### src/rtl/hsv_core_pkg.sv
// Shared ALU decode types: issue opcodes, decoded ALU control word and the
// decode-stage FIFO entry.
package hsv_core_pkg;

  typedef enum logic [4:0] {
    ALU_ADD, ALU_ADDI, ALU_SUB,
    ALU_AND, ALU_ANDI, ALU_OR, ALU_ORI, ALU_XOR, ALU_XORI,
    ALU_SLL, ALU_SLLI, ALU_SRL, ALU_SRLI, ALU_SRA, ALU_SRAI,
    ALU_SLT, ALU_SLTI, ALU_SLTU, ALU_SLTIU,
    ALU_LUI, ALU_AUIPC
  } alu_opcode;

  typedef enum logic {
    ALU_OUT_ADDER,
    ALU_OUT_SHIFT
  } alu_out_t;

  typedef enum logic [1:0] {
    ALU_BITWISE_PASS,
    ALU_BITWISE_AND,
    ALU_BITWISE_OR,
    ALU_BITWISE_XOR
  } alu_bitwise_t;

  typedef struct packed {
    logic [31:0] pc;
    logic [31:0] immediate;
    logic [4:0]  rd;
  } exec_mem_common_t;

  typedef struct packed {
    exec_mem_common_t common;
    logic             illegal;
    alu_out_t         out_select;
    alu_bitwise_t     bitwise_select;
    logic             negate;
    logic             flip_signs;
    logic             sign_extend;
    logic             is_immediate;
    logic             compare;
    logic             pc_relative;
  } alu_data_t;

  typedef struct packed {
    alu_data_t data;
    logic      bad_opcode;
  } alu_decoded_t;

endpackage

### src/rtl/hsv_core_alu_decoder.sv
// Combinational ALU opcode decoder; unknown opcodes are flagged and, when
// trapping is enabled, raise illegal.
module hsv_core_alu_decoder
  import hsv_core_pkg::*;
#(
  parameter bit TRAP_BAD_OPCODE = 1'b1
) (
  input  alu_opcode        i_opcode,
  input  logic             i_illegal,
  input  exec_mem_common_t i_common,
  output alu_decoded_t     o_decoded
);

  always_comb begin
    o_decoded             = '0;
    o_decoded.data.common = i_common;
    o_decoded.data.illegal = i_illegal;
    case (i_opcode)
      ALU_ADD: ;
      ALU_ADDI: o_decoded.data.is_immediate = 1'b1;
      ALU_SUB:  o_decoded.data.negate = 1'b1;
      ALU_AND, ALU_ANDI: begin
        o_decoded.data.out_select     = ALU_OUT_SHIFT;
        o_decoded.data.bitwise_select = ALU_BITWISE_AND;
        o_decoded.data.is_immediate   = (i_opcode == ALU_ANDI);
      end
      ALU_OR, ALU_ORI: begin
        o_decoded.data.out_select     = ALU_OUT_SHIFT;
        o_decoded.data.bitwise_select = ALU_BITWISE_OR;
        o_decoded.data.is_immediate   = (i_opcode == ALU_ORI);
      end
      ALU_XOR, ALU_XORI: begin
        o_decoded.data.out_select     = ALU_OUT_SHIFT;
        o_decoded.data.bitwise_select = ALU_BITWISE_XOR;
        o_decoded.data.is_immediate   = (i_opcode == ALU_XORI);
      end
      // Left shifts reuse the right shifter on a bit-reversed operand.
      ALU_SLL, ALU_SLLI: begin
        o_decoded.data.out_select   = ALU_OUT_SHIFT;
        o_decoded.data.negate       = 1'b1;
        o_decoded.data.is_immediate = (i_opcode == ALU_SLLI);
      end
      ALU_SRL, ALU_SRLI: begin
        o_decoded.data.out_select   = ALU_OUT_SHIFT;
        o_decoded.data.is_immediate = (i_opcode == ALU_SRLI);
      end
      ALU_SRA, ALU_SRAI: begin
        o_decoded.data.out_select   = ALU_OUT_SHIFT;
        o_decoded.data.sign_extend  = 1'b1;
        o_decoded.data.is_immediate = (i_opcode == ALU_SRAI);
      end
      ALU_SLT, ALU_SLTI, ALU_SLTU, ALU_SLTIU: begin
        o_decoded.data.compare      = 1'b1;
        o_decoded.data.negate       = 1'b1;
        o_decoded.data.flip_signs   = (i_opcode == ALU_SLT) || (i_opcode == ALU_SLTI);
        o_decoded.data.is_immediate = (i_opcode == ALU_SLTI) || (i_opcode == ALU_SLTIU);
      end
      ALU_LUI: o_decoded.data.is_immediate = 1'b1;
      ALU_AUIPC: begin
        o_decoded.data.is_immediate = 1'b1;
        o_decoded.data.pc_relative  = 1'b1;
      end
      default: begin
        o_decoded.bad_opcode   = 1'b1;
        o_decoded.data.illegal = TRAP_BAD_OPCODE;
      end
    endcase
  end

endmodule

### src/rtl/hsv_core_alu_decode_stage.sv
// Registered ALU decode stage: decodes issue packets into a small FIFO with
// backpressure, flush and a saturating unknown-opcode counter.
module hsv_core_alu_decode_stage
  import hsv_core_pkg::*;
#(
  parameter int FIFO_DEPTH      = 2,
  parameter int CNT_W           = 16,
  parameter bit TRAP_BAD_OPCODE = 1'b1
) (
  input  logic             clk_core,
  input  logic             rst_core_n,
  input  logic             flush_req,
  input  logic             in_valid,
  output logic             in_ready,
  input  alu_opcode        in_opcode,
  input  logic             in_illegal,
  input  exec_mem_common_t in_common,
  output logic             out_valid,
  input  logic             out_ready,
  output alu_data_t        out_alu_data,
  output logic             out_bad_opcode,
  output logic [CNT_W-1:0] bad_opcode_count
);

  localparam int PTR_W = $clog2(FIFO_DEPTH);
  localparam logic [PTR_W:0] FULL_OCC = (PTR_W + 1)'(FIFO_DEPTH);

  alu_decoded_t     r_mem [FIFO_DEPTH];
  logic [PTR_W-1:0] r_wr_ptr;
  logic [PTR_W-1:0] r_rd_ptr;
  logic [PTR_W:0]   r_occ;
  logic [CNT_W-1:0] r_bad_cnt;

  alu_decoded_t w_dec;
  logic         w_push;
  logic         w_pop;

  function automatic logic [CNT_W-1:0] sat_inc(input logic [CNT_W-1:0] v);
    return (v == {CNT_W{1'b1}}) ? v : v + 1'b1;
  endfunction

  hsv_core_alu_decoder #(
    .TRAP_BAD_OPCODE(TRAP_BAD_OPCODE)
  ) u_decoder (
    .i_opcode (in_opcode),
    .i_illegal(in_illegal),
    .i_common (in_common),
    .o_decoded(w_dec)
  );

  // in_ready depends only on occupancy, never on out_ready.
  assign in_ready  = (r_occ != FULL_OCC);
  assign out_valid = (r_occ != '0);
  assign w_push    = in_valid & in_ready & ~flush_req;
  assign w_pop     = out_valid & out_ready & ~flush_req;

  assign out_alu_data     = r_mem[r_rd_ptr].data;
  assign out_bad_opcode   = r_mem[r_rd_ptr].bad_opcode;
  assign bad_opcode_count = r_bad_cnt;

  always_ff @(posedge clk_core or negedge rst_core_n) begin
    if (!rst_core_n) begin
      r_wr_ptr  <= '0;
      r_rd_ptr  <= '0;
      r_occ     <= '0;
      r_bad_cnt <= '0;
      for (int i = 0; i < FIFO_DEPTH; i++) r_mem[i] <= '0;
    end else if (flush_req) begin
      r_wr_ptr <= '0;
      r_rd_ptr <= '0;
      r_occ    <= '0;
    end else begin
      if (w_push) begin
        r_mem[r_wr_ptr] <= w_dec;
        r_wr_ptr        <= r_wr_ptr + 1'b1;
        if (w_dec.bad_opcode) r_bad_cnt <= sat_inc(r_bad_cnt);
      end
      if (w_pop) r_rd_ptr <= r_rd_ptr + 1'b1;
      if (w_push && !w_pop) r_occ <= r_occ + 1'b1;
      else if (!w_push && w_pop) r_occ <= r_occ - 1'b1;
    end
  end

endmodule
### config.mk
export PLATFORM = sky130hd
export DESIGN_NAME = hsv_core_alu_decode_stage
export DESIGN_NICKNAME = d
export VERILOG_FILES = /design/src/rtl/hsv_core_pkg.sv /design/src/rtl/hsv_core_alu_decoder.sv /design/src/rtl/hsv_core_alu_decode_stage.sv
export SDC_FILE = /design/constraint.sdc
export NUM_CORES = 1
export LEC_CHECK = 0
export BUFFER_PORTS_ARGS = -buffer_cell sky130_fd_sc_hd__buf_4
export CORE_UTILIZATION = 45
export DETAILED_ROUTE_END_ITERATION = 8
export PLACE_DENSITY_LB_ADDON = 0.05
export SYNTH_ARGS = -nofsm -noshare
export SYNTH_HDL_FRONTEND = slang
export SYNTH_SLANG_ARGS = --single-unit
### constraint.sdc
create_clock -name clk_core -period 3.02 [get_ports clk_core]
set_input_delay 0.151 -clock clk_core [delete_from_list [all_inputs] [get_ports clk_core]]
set_output_delay 0.151 -clock clk_core [all_outputs]
set_load 0.01 [all_outputs]
==> results.tsv <==
stage	metric	value	unit
drt	drt first pass iters	4	
timing	fin crit period	2.30	ns
pwr	Max VDD drop	0.392	mV
grt	first-pass GRT wire length	30400	um
setup_path	endpoint type of the worst setup path	primary output	
pwr	Internal	5300	uW
setup_path	crit-path max cell delay	0.81	ns
final_layout	sequential cell area	4510	um^2
drt	Vias/cell	5.00	
final_layout	Layout area overhead	35.1	%
clock_network	Clock Sinks	180	
yosys	ys async rst share	1.00	
setup_path	CP startpoint kind	register	
timing	# setup viols final	0	
placement	PortBufs	177	
setup_path	worst r2r src	r_occ[0]	
setup_path	CP max stage cell	dfrtp_4	
final_layout	fin nets	1033	
setup_path	crit path kind	register to primary output	
pwr	Pwr per Cell Area	669	nW/um^2
yosys	post-synth net total	799	
die	Die Wd	136	um
pwr	Comb pwr share	0.258	
yosys	ys flop type	dfrtp_1	
setup_path	critical path cell sequence	buf_12 > mux2_2 > buf_4	
clock_network	H-tree levels	4	
hold_path	HP Class	input pin to register	
setup_path	CP max FO	41	
die	core footprint	17400	um^2
grt	grt ovf	0	
hold_path	Worst Hold Path Cells	3	
yosys	Mapped Cells	718	
yosys	post-synthesis average cell area	11.3	um^2
grt	largest net degree at the start of global routing	80	
clock_network	post-CTS setup buffers	0	
pwr	Clock Power Share	0.291	
die	area of the die	18500	um^2
final_layout	fill cell count	1422	
drt	DR iter-0 viols	247	
timing	Slew headroom	0.495	
yosys	top-count cell post-synth	nand2_1	
yosys	yosys warns	0	
clock_network	root buffer cell	clkbuf_16	
clock_network	clk buf depth	2	
die	IO Count	178	
yosys	area leader, netlist	dfrtp_1	
timing	RSZ-0062 raised after global routing	false	
die	row count	48	
grt	initial antenna violation count	0	
placement	Place WS	0.914	ns
placement	GPL Wtd Cong	0.784	
clock_network	total CTS buffers	17	
setup_path	WP data arrival	2.15	ns
setup_path	reg2reg path depth	4	
flow_run	max-cap viol count	0	
yosys	synth top area cells	dfrtp_1 56%, mux2_2 22%, nand2_1 11%	
drt	wire per inst	15.7	um
drt	Routed WL	18600	um
yosys	post-synthesis sequential area ratio	0.557	
pwr	Leak	0.00533	uW
yosys	commonest cells in the netlist	235 x nand2_1, 180 x dfrtp_1, 157 x mux2_2, 29 x buf_2, 15 x xnor2_1	
timing	clk_skew	0.00993	ns
placement	post-DP HPWL	12000	um
yosys	number of synthesized flops with an enable pin	0	
final_layout	Post-Layout Cell Count	1188	
timing	Tcrit/Tclk final	0.762	
yosys	Synth Register Bits	180	
grt	Tot GR Track Use	0.211	
timing	final slew viol count	0	
yosys	synthesized area	8090	um^2
hold_path	Hold EP	r_mem[10]	
yosys	top-area cell type share of the netlist area	0.557	
final_layout	n_diodes	0	
setup_path	CP required	2.87	ns
drt	via count	5940	
setup_path	Crit path max-delay family	flip-flops	
drt	ANT nets after route	0	
outcome	outcome	completed	
timing	achievable frequency	0.434	GHz
setup_path	worst path bufs/invs	2	
final_layout	layout cell share with drive strength beyond 1	0.399	
clock_network	CTS tree	yes	
pwr	Reg power frac	0.452	
final_layout	area of the multi-input gates	3410	um^2
timing	worst-margin pin slew	0.757	ns
grt	number of global-route vias before repair	6208	
yosys	distinct cell type count after synthesis	40	
timing	Fin Hold WS	0.0228	ns
die	Die Ht	136	um
setup_path	reg-to-reg slack, setup	0.91	ns
timing	final worst slack	0.718	ns
die	initial core utilization	0.465	
timing	setup_tns	0	ns
pwr	Net Sw Frac	0.275	
placement	placed cells	1087	
pwr	Psw	2010	uW
setup_path	Critical R2R Capture	r_mem[77]	
clock_network	clk_lat worst skew	0.42	ns
hold_path	Hold Crit Start	in_illegal	
clock_network	clk slew on worst S/H paths	0.06	ns
clock_network	post_cts resized	0	
drt	Remaining DRCs	0	
timing	Final Hold Fails	0	
-- how the worst max path moves through the flow --
stage	depth (start not counted)	endpoint	from
detailed placement	4	r_mem[77]	r_occ[0]
CTS	3	out_alu_data[66]	r_rd_ptr
global route	3	out_alu_data[67]	r_rd_ptr
floorplan	6	bad_opcode_count[1]	bad_opcode_count[0]
global placement	4	r_mem[73]	r_occ[0]
finish	3	out_alu_data[74]	r_rd_ptr
-- power groups by stage --
stage / Sequential (uW) / Clock (uW) / Combinational (uW)
global placement: 3300 / 0 / 1770
CTS: 3300 / 2180 / 1910
detailed placement: 3350 / 0 / 1830
finish: 3300 / 2120 / 1880
global route: 3380 / 2280 / 2050
floorplan: 3240 / 0 / 1100
-- layout make-up --
class,instances,share of cell area
multi-input cells,495,0.312
clock buffers,21,0.0412
repair buffers,258,0.199
flip-flops and latches,180,0.412
clock inverters,9,0.00961
well taps,225,0.0257
-- per-stage QoR --
step	utilization	cell area, um^2	power, uW
2_1_floorplan	-	8090	4340
3_3_place_gp	0.555	9670	5070
3_5_place_dp	0.555	9670	5170
4_1_cts	0.628	10900	7400
5_1_grt	0.628	10900	7710
6_report	0.628	10900	7310
-- tightest hold or removal path, cell delays in order --
cell and delay [ns]:
buf_4 0.08, nor2b_1 0.04, o21ai_0 0.13
-- flip-flops by register name, indices dropped and copies added (netlist names) --
signal / cells
bad_opcode_count: 16
r_mem: 160
r_occ: 2
r_rd_ptr: 1
r_wr_ptr: 1
-- cell families (layout without fill, tap and decap cells) --
logic type,Yosys count,in the layout,share of synthesized area
XOR/XNOR,19,19,0.0206
flip-flops,180,180,0.557
adder cells (fa/ha/maj),1,1,0.00155
buffers and inverters,43,288,0.0244
AND/OR/NAND/NOR,287,287,0.152
AO/OA/AOI/OAI,28,28,0.0230
multiplexers,160,160,0.222
-- timing repair --
action                                  CTS  global route
endpoints found under the setup margin    0             0
endpoints found under the hold margin   218             0
hold buffers                             71             0
-- layout by cell type, fill, tap and decap left out, drive strengths merged, types with 8 or more instances in the layout --
cell and n:
dfrtp 180, nand2 235, mux2 157, dlygate4sd3 71, xnor2 15, clkbuf 21, buf 187, nand3 8
nor2 14, o21ai 12
-- routing by layer --
| layer | track usage | wire (um) | up-vias |
|---|---|---|---|
| met4 | 0.0568 | 174 | 0 |
| met2 | 0.355 | 9220 | 137 |
| met3 | 0.0597 | 1040 | 13 |
| li1 | - | - | 2857 |
| met1 | 0.266 | 8200 | 2933 |
| met5 | 0 | 0 | - |
Power figures use the tool's default switching activity.
